[config.mk]
export PLATFORM = sky130hd
export DESIGN_NAME = aes_key_expander
export DESIGN_NICKNAME = d
export VERILOG_FILES = /design/src/rtl/aes_key_expander.sv
export SDC_FILE = /design/constraint.sdc
export NUM_CORES = 2
export LEC_CHECK = 0
export ABC_AREA = 1
export BUFFER_PORTS_ARGS = -buffer_cell sky130_fd_sc_hd__buf_2
export CAP_MARGIN = 20
export CORE_ASPECT_RATIO = 1.4
export CORE_MARGIN = 5
export CORE_UTILIZATION = 50
export DETAILED_ROUTE_END_ITERATION = 8
export PLACE_DENSITY = 0.68
export REMOVE_ABC_BUFFERS = 1
export SLEW_MARGIN = 0
export SYNTH_ARGS = -nofsm -noshare
export SYNTH_HDL_FRONTEND = slang
export SYNTH_SLANG_ARGS = --single-unit
[constraint.sdc]
create_clock -name HCLK -period 14.2 [get_ports HCLK]
set_input_delay 0.71 -clock HCLK [delete_from_list [all_inputs] [get_ports HCLK]]
set_output_delay 0.71 -clock HCLK [all_outputs]
set_load 0.05 [all_outputs]
[src/rtl/aes_key_expander.sv]
// rtl/aes_key_expander.sv - AES-128 key schedule, one round key per clock, registered indexed read port
module aes_key_expander #(
  parameter int NUM_ROUNDS = 10,
  parameter int IDX_W      = 4
) (
  input  logic             HCLK,
  input  logic             HRESETn,
  input  logic [127:0]     keyWord,
  input  logic             key_load,
  input  logic [IDX_W-1:0] rk_index,
  output logic [127:0]     round_key,
  output logic             busy,
  output logic             keys_valid
);

  typedef enum logic [1:0] {IDLE, EXPAND, DONE} state_t;

  // Forward S-box, byte x lives at bits [(255-x)*8 +: 8]
  localparam logic [2047:0] SBOX = {
    128'h637c777bf26b6fc53001672bfed7ab76, 128'hca82c97dfa5947f0add4a2af9ca472c0,
    128'hb7fd9326363ff7cc34a5e5f171d83115, 128'h04c723c31896059a071280e2eb27b275,
    128'h09832c1a1b6e5aa0523bd6b329e32f84, 128'h53d100ed20fcb15b6acbbe394a4c58cf,
    128'hd0efaafb434d338545f9027f503c9fa8, 128'h51a3408f929d38f5bcb6da2110fff3d2,
    128'hcd0c13ec5f974417c4a77e3d645d1973, 128'h60814fdc222a908846eeb814de5e0bdb,
    128'he0323a0a4906245cc2d3ac629195e479, 128'he7c8376d8dd54ea96c56f4ea657aae08,
    128'hba78252e1ca6b4c6e8dd741f4bbd8b8a, 128'h703eb5664803f60e613557b986c11d9e,
    128'he1f8981169d98e949b1e87e9ce5528df, 128'h8ca1890dbfe6426841992d0fb054bb16
  };

  state_t       state_q, state_d;
  logic [3:0]   cnt_q, cnt_d;
  logic [127:0] rk_q [0:NUM_ROUNDS];
  logic [127:0] round_key_q;
  logic [127:0] prev_rk;
  logic [127:0] next_rk;
  logic [3:0]   prev_idx;
  logic [7:0]   rcon;
  logic [31:0]  rot_w, sub_w, temp_w;
  logic [31:0]  w0n, w1n, w2n, w3n;
  logic         load_ok;

  function automatic logic [7:0] sbox(input logic [7:0] x);
    return SBOX[{~x, 3'b000} +: 8];
  endfunction

  assign load_ok = key_load && (state_q != EXPAND);

  // State and round counter register
  always_ff @(posedge HCLK) begin
    if (!HRESETn) begin
      state_q <= IDLE;
      cnt_q   <= 4'd0;
    end else begin
      state_q <= state_d;
      cnt_q   <= cnt_d;
    end
  end

  // Next-state: a load is only honoured outside EXPAND; EXPAND runs until counter hits the last round
  always_comb begin
    state_d = state_q;
    cnt_d   = cnt_q;
    case (state_q)
      IDLE, DONE: begin
        if (key_load) begin
          state_d = EXPAND;
          cnt_d   = 4'd1;
        end
      end
      EXPAND: begin
        cnt_d = cnt_q + 4'd1;
        if (cnt_q == 4'(NUM_ROUNDS)) state_d = DONE;
      end
      default: state_d = IDLE;
    endcase
  end

  // Status outputs decoded from the registered state
  always_comb begin
    busy       = (state_q == EXPAND);
    keys_valid = (state_q == DONE);
  end

  // Round constant for the round currently being produced
  always_comb begin
    case (cnt_q)
      4'd1:    rcon = 8'h01;
      4'd2:    rcon = 8'h02;
      4'd3:    rcon = 8'h04;
      4'd4:    rcon = 8'h08;
      4'd5:    rcon = 8'h10;
      4'd6:    rcon = 8'h20;
      4'd7:    rcon = 8'h40;
      4'd8:    rcon = 8'h80;
      4'd9:    rcon = 8'h1b;
      4'd10:   rcon = 8'h36;
      default: rcon = 8'h00;
    endcase
  end

  // One key-schedule step from the previous round key
  always_comb begin
    prev_idx = cnt_q - 4'd1;
    prev_rk  = (prev_idx <= 4'(NUM_ROUNDS)) ? rk_q[prev_idx] : 128'h0;
    rot_w    = {prev_rk[23:0], prev_rk[31:24]};
    sub_w    = {sbox(rot_w[31:24]), sbox(rot_w[23:16]), sbox(rot_w[15:8]), sbox(rot_w[7:0])};
    temp_w   = sub_w ^ {rcon, 24'h0};
    w0n      = prev_rk[127:96] ^ temp_w;
    w1n      = prev_rk[95:64]  ^ w0n;
    w2n      = prev_rk[63:32]  ^ w1n;
    w3n      = prev_rk[31:0]   ^ w2n;
    next_rk  = {w0n, w1n, w2n, w3n};
  end

  // Round-key file: rk0 from the load, rk1..rk10 written one per EXPAND cycle
  always_ff @(posedge HCLK) begin
    if (!HRESETn) begin
      for (int i = 0; i <= NUM_ROUNDS; i++) rk_q[i] <= 128'h0;
    end else if (load_ok) begin
      rk_q[0] <= keyWord;
    end else if (state_q == EXPAND) begin
      rk_q[cnt_q] <= next_rk;
    end
  end

  // Registered read port; sees the file contents before this edge's write
  always_ff @(posedge HCLK) begin
    if (!HRESETn) begin
      round_key_q <= 128'h0;
    end else if (rk_index <= IDX_W'(NUM_ROUNDS)) begin
      round_key_q <= rk_q[rk_index];
    end else begin
      round_key_q <= 128'h0;
    end
  end

  assign round_key = round_key_q;

endmodule

## Word level (Yosys, flattened, before mapping)

Memory sizes are Yosys's and may differ from the RTL's. A register that Yosys moved wholly into a read port is not among the register bits.
Index checks and enable logic that the tools add are counted.
W data, S select, Z words.

- Register bits: 6
- RAM bits: 1,408
- ROM bits: 128
- Input port bits: 135
- Logic and storage cells: 57
- Memories kept: 2

- $add $sub $neg: 2
- Magnitude comparators: 2
- Equality and inequality tests: 6
- Shifts and indexed selects: 4
- Mux-type cells: 20
- Bitwise operators: 10
- Reductions and logical operators: 9

Memories:

| name | words | width | rd ports | clocked after memory_dff | wr ports | RTL line | text |
|---|---|---|---|---|---|---|---|
| rk_q | 11 | 128 | 2 | 1 | 11 | 32 | `logic [127:0] rk_q [0:NUM_ROUNDS];` |
| (no name shown) | 16 | 8 | 1 | 1 | 0 | 86 | `case (cnt_q)` |

Operators with widths:

| kind | number |
|---|---|
| $shiftx A2048 B12 Y8 const A | 4 |
| $mux W128 | 3 |
| $xor A32 B32 Y32 | 5 |
| $reduce_or A128 Y1 | 1 |
| $not A8 Y8 | 4 |
| $mux W4 | 4 |
| $mux W1 | 9 |
| $le A4 B4 Y1 const B | 2 |
| $pmux W4 S2 | 1 |
| $reduce_and A2 Y1 | 3 |
| $add A4 B1 Y4 const B | 1 |
| $eq A4 B4 Y1 const B | 1 |
| $mux W2 | 2 |
| $ne A2 B1 Y1 const B | 2 |
| $pmux W2 S2 | 1 |
| $sub A4 B1 Y4 const B | 1 |
| $eq A2 B1 Y1 const B | 1 |
| $eq A2 B2 Y1 const B | 1 |
| $logic_not A2 Y1 | 1 |
| $ne A2 B2 Y1 const B | 1 |
| $reduce_bool A2 Y1 | 1 |
| $reduce_or A2 Y1 | 1 |
| $logic_and A1 B1 Y1 | 1 |
| $logic_not A1 Y1 | 1 |
| $or A1 B1 Y1 | 1 |

## Logic depth before layout (Yosys ltp)

- Word-level depth: 11
- Gate-level depth with buffers: 45
- Gate-level depth less buffers: 32

## Least setup slack after synthesis

No wires, ideal clock.

- Path kind: reg2reg
- From: register state_q[0]
- To: memory rk_q[9][0] (enable)
- Data arrival time: 11,585 ps
- Required time: 13,352 ps
- Setup slack: 1,767 ps
- Cell stages (with the launch flop): 9
- Path buffers: 0
- Path through: dfxtp_1 inv_1 nor2_1 nor3_1 inv_1 o21ai_0 nor2_1 inv_1 a311oi_1

RTL lines:

| what | RTL line | text |
|---|---|---|
| start: declaration | 30 | `state_t state_q, state_d;` |
| start signal: assignment | 54 | `state_q <= state_d;` |
| end: declaration | 32 |  |

==> reports/summary.txt <==
crit path DAT: 9.14 ns
Max Freq: 117 MHz
P&R area growth vs syn: 8.49%
Final nets: 13955
Pint: 0.0122 W
drt wl/cell: 28.7 um
asr flop ratio synth: 0%
IO buf count: 264
final WL: 490000 um
Critical-path top delay cell: dfxtp_4
DRT antenna net count: 0
Yosys cell types: 53
Detailed Place HPWL: 281000 um
Initial DRT Pass Iterations: 6
Setup crit start: cnt_q[0]
Total GRT Usage: 37.7%
num rows: 212
Setup Skew: 0.0810 ns
clock buffer count from CTS: 218
GR Overflow Total: 0
RSZ-0062 raised after global routing: false
reg2reg end: rk_q[7][4]
post-layout minimum cycle time: 8.53 ns
Core Footprint: 0.238 sq mm
Reg-to-Reg Start: cnt_q[0]
#FFs+latches synth: 2190
Max FO, Critical Path: 164
maximum vdd drop: 0.000117 V
Sequential Power Share: 38.9%
Via density: 6.57
final worst-path setup slack: 5.67 ns
Post-CTS Setup Repair Bufs: 0
Yosys warning count: 0
maxcap violations: 0
iteration-0 DRC count of the detailed router: 16551
fin crit share: 60.1%
initial antenna violation count: 19
Synth top area share: 48.3%
Startpoint Class: flip-flop
measured slew at the worst slew-check pin: 1.28 ns
Clock Latency Late Sink: 0.95 ns
Max Buffers Root-to-Sink: 4
top-count cell post-synth: nand2_1
Power Density: 148 mW/mm^2
Die Y: 588 um
Worst Setup End Kind: flip-flop
DRC: 0
clock sink count: 2190
Worst-path clk slew: 0.07 ns
die width: 423 um
vias in the first global route: 105490
Yosys top cell by area: edfxtp_1
CTS Hold Bufs: 0
Post-Syn Area per Cell: 8.41 sq um
post-cts resize count: 0
Comb power frac: 28.7%
largest cells by area after synthesis: edfxtp_1, o21ai_0, nand2_1
H-Tree Depth: 4
Starting Density: 50.2%
relative slew slack: 14.4%
Sw Ratio: 36.2%
I/O pins: 265
vias: 112065
Worst Setup EP: rk_q[7][4]
setup_tns: 0 ns
gpl congestion: 1.08
count of final hold-check violations: 0
root buffer cell: clkbuf_16
layout cells sized above 1: 7.93%
final slew viol count: 0
status: finished, final reports clean
worst min-delay path category: input pin to flip-flop
part of the Yosys area used for sequential elements: 52.8%
EDFF count, synth: 1920
Primary FF master, synth: edfxtp_1
most frequent CP cell: nand3_1
largest net degree at the start of global routing: 208
Crit path largest cell delay: 0.74 ns
Netlist Area Pre-Place: 0.119 sq mm
Mapped Cells: 14184
share of power burned in the clock network: 32.4%
reg2reg setup slack: 5.67 ns
Pleak: 49.6 nW
Net Switching: 0.00695 W
Post-synth top cells: nand2_1, nor2_1, edfxtp_1, o21ai_0, nand3_1
CTS tree: done
critical path type: flip-flop to flip-flop
Worst Path Required: 14.81 ns
die area: 0.249 sq mm
Hold Path Depth: 5
Setup Viol. Count Final: 0
dpl ws: 5.99 ns
global-route wire length before repair: 703000 um
FF-to-FF path depth: 29
per-stage QoR:
stage | area [sq um] | power [W] | instances | hold WS (ns) | utilization, %
floorplan | 114000 | 0.0110 | 13065 | 0.521 | -
CTS | 129000 | 0.0190 | 17049 | 0.0768 | 54.4
finish | 129000 | 0.0192 | 17065 | 0.117 | 54.4
global placement | 122000 | 0.0129 | 16646 | 0.551 | 51.2
detailed placement | 122000 | 0.0129 | 16646 | 0.556 | 51.2
global route | 129000 | 0.0198 | 17058 | 0.138 | 54.4
worst min-delay path by stage:
| stage | start | to |
|---|---|---|
| 2_1_floorplan | cnt_q[1] | cnt_q[1] |
| 3_3_place_gp | rk_q[10][1] | rk_q[10][1] |
| 3_5_place_dp | rk_q[10][29] | rk_q[10][29] |
| 4_1_cts | keyWord[6] | rk_q[10][6] |
| 5_1_grt | keyWord[6] | rk_q[10][6] |
| 6_report | keyWord[6] | rk_q[10][6] |
sequential cells by signal, indices dropped and copies added, names as in the netlist:
register,flops
cnt_q,4
rcon,8
rk_q,2048
round_key,128
state_q,2
cell usage in the layout, fill, tap and decap left out, drive strengths merged, types with 19 or more instances in the layout:
| cell | count |
|---|---|
| o211ai | 326 |
| nand4 | 30 |
| nor2 | 1994 |
| o21ai | 1844 |
| a21oi | 1050 |
| nand3 | 1589 |
| clkinv | 105 |
| edfxtp | 1920 |
| inv | 982 |
| clkbuf | 290 |
| buf | 479 |
| a31oi | 139 |
| ha | 56 |
| o221ai | 173 |
| nand2 | 2303 |
| o22ai | 188 |
| a32oi | 97 |
| dfxtp | 270 |
| nand3b | 19 |
| bufinv | 30 |
metal layers:
layer,GRT usage (%),vias to the layer above,share of wire [%]
met5,0,-,0.012
met4,26.5,10,8.2
met3,7.52,2039,12
met2,60.1,8259,46
met1,46.2,53028,34
li1,-,48729,-
worst max-delay path, delay by kind of cell (launching register included):
| kind | cells | cell delay [ns] |
|---|---|---|
| buffers and inverters | 6 | 2.28 |
| AO/OA/AOI/OAI | 2 | 0.49 |
| adder cells (fa/ha/maj) | 2 | 0.98 |
| AND/OR/NAND/NOR | 19 | 3.67 |
| flip-flops | 1 | 0.74 |
kinds of logic (layout without fill, tap and decap cells):
group           after synthesis  in the layout  synth area share [%]
simple gates               5958           5958                  21.0
compound gates             3831           3831                  18.1
flops                      2190           2190                  52.8
buf+inv                    2139           1902                  7.46
fa+ha+maj                    56             56                 0.587
xor+xnor                      9              9                0.0818
mux                           1              1               0.00839
other cells                   0             15                     0
power by group through the flow:
stage	clock, W	combinational, W	sequential [W]
2_1_floorplan	0	0.00328	0.00774
3_3_place_gp	0	0.00530	0.00758
3_5_place_dp	0	0.00528	0.00759
4_1_cts	0.00622	0.00530	0.00745
5_1_grt	0.00648	0.00583	0.00748
6_report	0.00621	0.00551	0.00746
cell type report:
class	instances	area [sq um]
antenna	15	37.5
clock buffer	290	6160
clock inverter	113	1480
fill	21801	108000
inverter	1020	3910
multi-input combinational	9855	47700
sequential	2190	63100
tap	3103	3880
timing repair buffer	479	3260
No activity file was read; power rests on OpenSTA's default activity.
